<file path="src/rtl/alu_resp_checker_pkg.sv">
// Shared definitions for the ALU checker slice: opcode map, widths, FSM states.
// Takes over the role of the former alu_defs.vh include.
package alu_resp_checker_pkg;

   localparam int unsigned DW_DEF   = 8;
   localparam int unsigned OPW_DEF  = 3;
   localparam int unsigned CNTW_DEF = 16;

   typedef enum logic [2:0] {
      OP_ADD = 3'd0,
      OP_SUB = 3'd1,
      OP_AND = 3'd2,
      OP_OR  = 3'd3,
      OP_XOR = 3'd4,
      OP_NOT = 3'd5,
      OP_SHL = 3'd6,
      OP_SHR = 3'd7
   } op_e;

   typedef enum logic [1:0] {
      IDLE  = 2'd0,
      RUN   = 2'd1,
      DRAIN = 2'd2,
      DONE  = 2'd3
   } state_e;

endpackage

</file>
<file path="src/rtl/alu_resp_checker_alu_ref.sv">
// Combinational golden ALU model: {opcode, a, b} -> expected result, mod 2^DW.
module alu_ref
   import alu_resp_checker_pkg::*;
#(
   parameter int unsigned DW  = DW_DEF,
   parameter int unsigned OPW = OPW_DEF
) (
   input  logic [OPW-1:0] opcode,
   input  logic [DW-1:0]  a,
   input  logic [DW-1:0]  b,
   output logic [DW-1:0]  y_exp
);

   // Opcode decode; all arithmetic wraps at DW bits, shifts are logical.
   always_comb begin
      y_exp = '0;
      case (op_e'(opcode))
         OP_ADD:  y_exp = a + b;
         OP_SUB:  y_exp = a - b;
         OP_AND:  y_exp = a & b;
         OP_OR:   y_exp = a | b;
         OP_XOR:  y_exp = a ^ b;
         OP_NOT:  y_exp = ~a;
         OP_SHL:  y_exp = a << 1;
         OP_SHR:  y_exp = a >> 1;
         default: y_exp = '0;
      endcase
   end

endmodule

</file>
<file path="config.mk">
export PLATFORM = sky130hd
export DESIGN_NAME = alu_ref
export DESIGN_NICKNAME = d
export VERILOG_FILES = /design/src/rtl/alu_resp_checker_pkg.sv /design/src/rtl/alu_resp_checker_alu_ref.sv
export SDC_FILE = /design/constraint.sdc
export NUM_CORES = 1
export LEC_CHECK = 0
export CAP_MARGIN = 40
export CORE_ASPECT_RATIO = 0.75
export CORE_MARGIN = 2
export CORE_UTILIZATION = 45
export DETAILED_ROUTE_END_ITERATION = 6
export PLACE_DENSITY = 0.76
export SLEW_MARGIN = 20
export SYNTH_ARGS = -nofsm -noshare
export SYNTH_HDL_FRONTEND = slang
export SYNTH_SLANG_ARGS = --single-unit
export TNS_END_PERCENT = 30
</file>
<file path="constraint.sdc">
create_clock -name vclk -period 3
set_input_delay 0.6 -clock vclk [all_inputs]
set_output_delay 0.6 -clock vclk [all_outputs]
set_load 0.005 [all_outputs]
</file>
==> metrics.yaml <==
floorplan:
  dieHeight_microns: 48.3
  rows: 16
  die_x_microns: 63.0
  core_area_sq_um: 2540
  initial_core_util_pct: 46.3
  ios: 27
  die_area_sq_um: 3040
sta:
  maxClockFrequency_mhz: 306
  drv_slew: 0
  rsz0062_at_grt: "true"
  setup_viol: 7
  hold_viol: 0
  tightest_slew_ps: 331
  slew_headroom_pct: 77.8
  min_period_ps: 3270
  period_share_pct: 109
  tns_ps: -1300
  setup_slack_ps: -272
final_layout:
  finalNonFillerCells: 267
  nFillCells: 142
  final_cell_area_sq_um: 2060
  diodes: 0
  seq_cells: 0
  final_layout_size_suffix_gt1_share_pct: 47.6
  seq_area_sq_um: 0
  clkbuf_count: 0
  final_cell_mix: "buf_4 (45), ha_1 (18), inv_1 (16)"
  synthToLayoutAreaGrowth_pct: 75.0
  nNetsFinal: 277
  final_common_cell: "buf_4"
outcome:
  outcome: "complete, but fails checks"
  violations: "negative setup slack"
synth:
  yosysWarnings: 0
  synth_cell_types: 42
  avgSynthCellArea_sq_um: 7.44
  netlist_instances: 158
  seq_area_frac_synth_pct: 0
  synth.net_count: 202
  syn-cell-area_sq_um: 1180
routing:
  drt_iter0_drc: 164
  totalWireLength_mm: 5.12
  wl_per_cell_microns: 19.2
  vias: 1535
  ant_nets: 0
  drt-vias-per-instance: 5.75
  drc: 0
  dr.pass1.iters: 4
place:
  dp_cells: 253
  placed_cell_area_sq_um: 1740
  numPortBuffers: 27
  dp_hpwl_mm: 2.84
  pre_cts_slack_ps: -1050
  place.gp.congestion: 0.887
grt:
  antenna_found_initial: 0
  grt_pass1_vias: 1497
  grt_pass1_wl_mm: 6.79
  grt.busiest_layer: "met2"
  met3_usage_pct: 5.31
  grtUsageMet1_pct: 31.7
  grt_max_degree: 34
  met2_usage_pct: 59.4
  grt_usage_pct: 28.9
  grt_overflow: 0
power_and_ir_drop:
  p_sw_share_pct: 48.5
  max-vdd-ir-drop_uv: 126
  p_sw_uw: 217
  p_leak_nw: 0.982
  p_total_uw: 449
  intPower_uw: 231
  p_per_area_nw_per_um2: 218
  pwr-share-clk_pct: 0
  power_frac_comb_pct: 100.0
  seqPwrFrac_pct: 0
critical_path:
  cpMostUsedCell: "buf_2"
  cp_cell_sequence: "buf_2 -> nor3b_4 -> buf_6 -> a31oi_4 -> xnor2_1 -> ha_1 -> a21o_1 -> a31o_4 -> a21oi_4 -> xnor2_2 -> o221ai_2 -> buf_2"
  slowest_stage: "ha_1"
  crit_arrival_ps: 2670
  path_class: "in2out"
  cp-end-kind: "output pin"
  worst_setup_path_start_kind: "primary input"
  cpPeakStageDelay_ps: 340
  cp_max_fo: 6
  required_ps: 2400
hold_path:
  hold_class: "in2out"
run:
  drv_cap: 0
clock_tree:
  hold_buffers: 0
power groups by stage:
stage	registers, mW	clock network, mW	logic (mW)
global route	0	0	0.473
CTS	0	0	0.365
finish	0	0	0.449
global placement	0	0	0.324
floorplan	0	0	0.179
detailed placement	0	0	0.339
synthesized netlist by cell type (2+ instances only):
| master | count | area share (%) |
|---|---|---|
| nor3_1 | 2 | 0.85 |
| inv_1 | 21 | 6.7 |
| nand3b_1 | 2 | 1.3 |
| o21ai_1 | 3 | 1.3 |
| nand2_1 | 12 | 3.8 |
| o21ai_0 | 11 | 4.7 |
| ha_1 | 24 | 26 |
| a21o_1 | 3 | 1.9 |
| nor2_1 | 9 | 2.9 |
| buf_2 | 4 | 1.7 |
| xnor2_1 | 9 | 6.7 |
| mux2i_1 | 5 | 4.3 |
| mux4_2 | 3 | 5.7 |
| a21oi_1 | 12 | 5.1 |
| nor2b_1 | 4 | 2.1 |
| nand2b_1 | 3 | 1.6 |
| nor3b_1 | 2 | 1.3 |
| a31oi_1 | 4 | 2.1 |
| xor2_1 | 2 | 1.5 |
stage by stage:
step	hold WS [ps]	util (%)
floorplan	1400	-
global placement	2470	68.6
detailed placement	2500	68.6
CTS	1790	74.7
global route	1820	81.0
finish	1780	81.0
critical path, delay by kind of cell:
kind,cells,cell delay [ps]
AND/OR/NAND/NOR,1,150
XOR/XNOR,2,200
adder cells (fa/ha/maj),1,340
buffers and inverters,3,400
AO/OA/AOI/OAI,5,980
cells by family (layout without fill, tap and decap cells):
family	Yosys count	in the layout	share of synthesized area (%)
xor+xnor	12	12	9.58
mux	8	8	10.0
fa+ha+maj	25	25	27.2
buf+inv	29	102	10.6
simple gates	38	38	17.3
compound gates	46	46	25.2
area by class of cell:
type | instances | area [sq um] | share of cell area [%]
inverters | 22 | 85.1 | 4.13
multi-input cells | 129 | 1290 | 62.9
well taps | 36 | 45.0 | 2.19
repair buffers | 80 | 634 | 30.8
routing by layer:
metal  up-vias  wire length (microns)  share of wire [%]
met3        12                    392                7.7
met2        81                   2550                 50
met5         -                      0                  0
met4         0                     99                1.9
li1        703                      -                  -
met1       739                   2070                 41
worst paths after layout:
check	slack (ps)	endpoint	from	depth (start not counted)
worst max-delay path	-270	y_exp[7]	opcode[0]	12
worst min-delay path	1780	y_exp[5]	opcode[1]	5
what timing repair did:
action,CTS,global route
gates resized for setup,91,27
endpoints found under the setup margin,8,7
pin swaps,28,28
buffers inserted,11,3
Power figures use the tool's default switching activity.
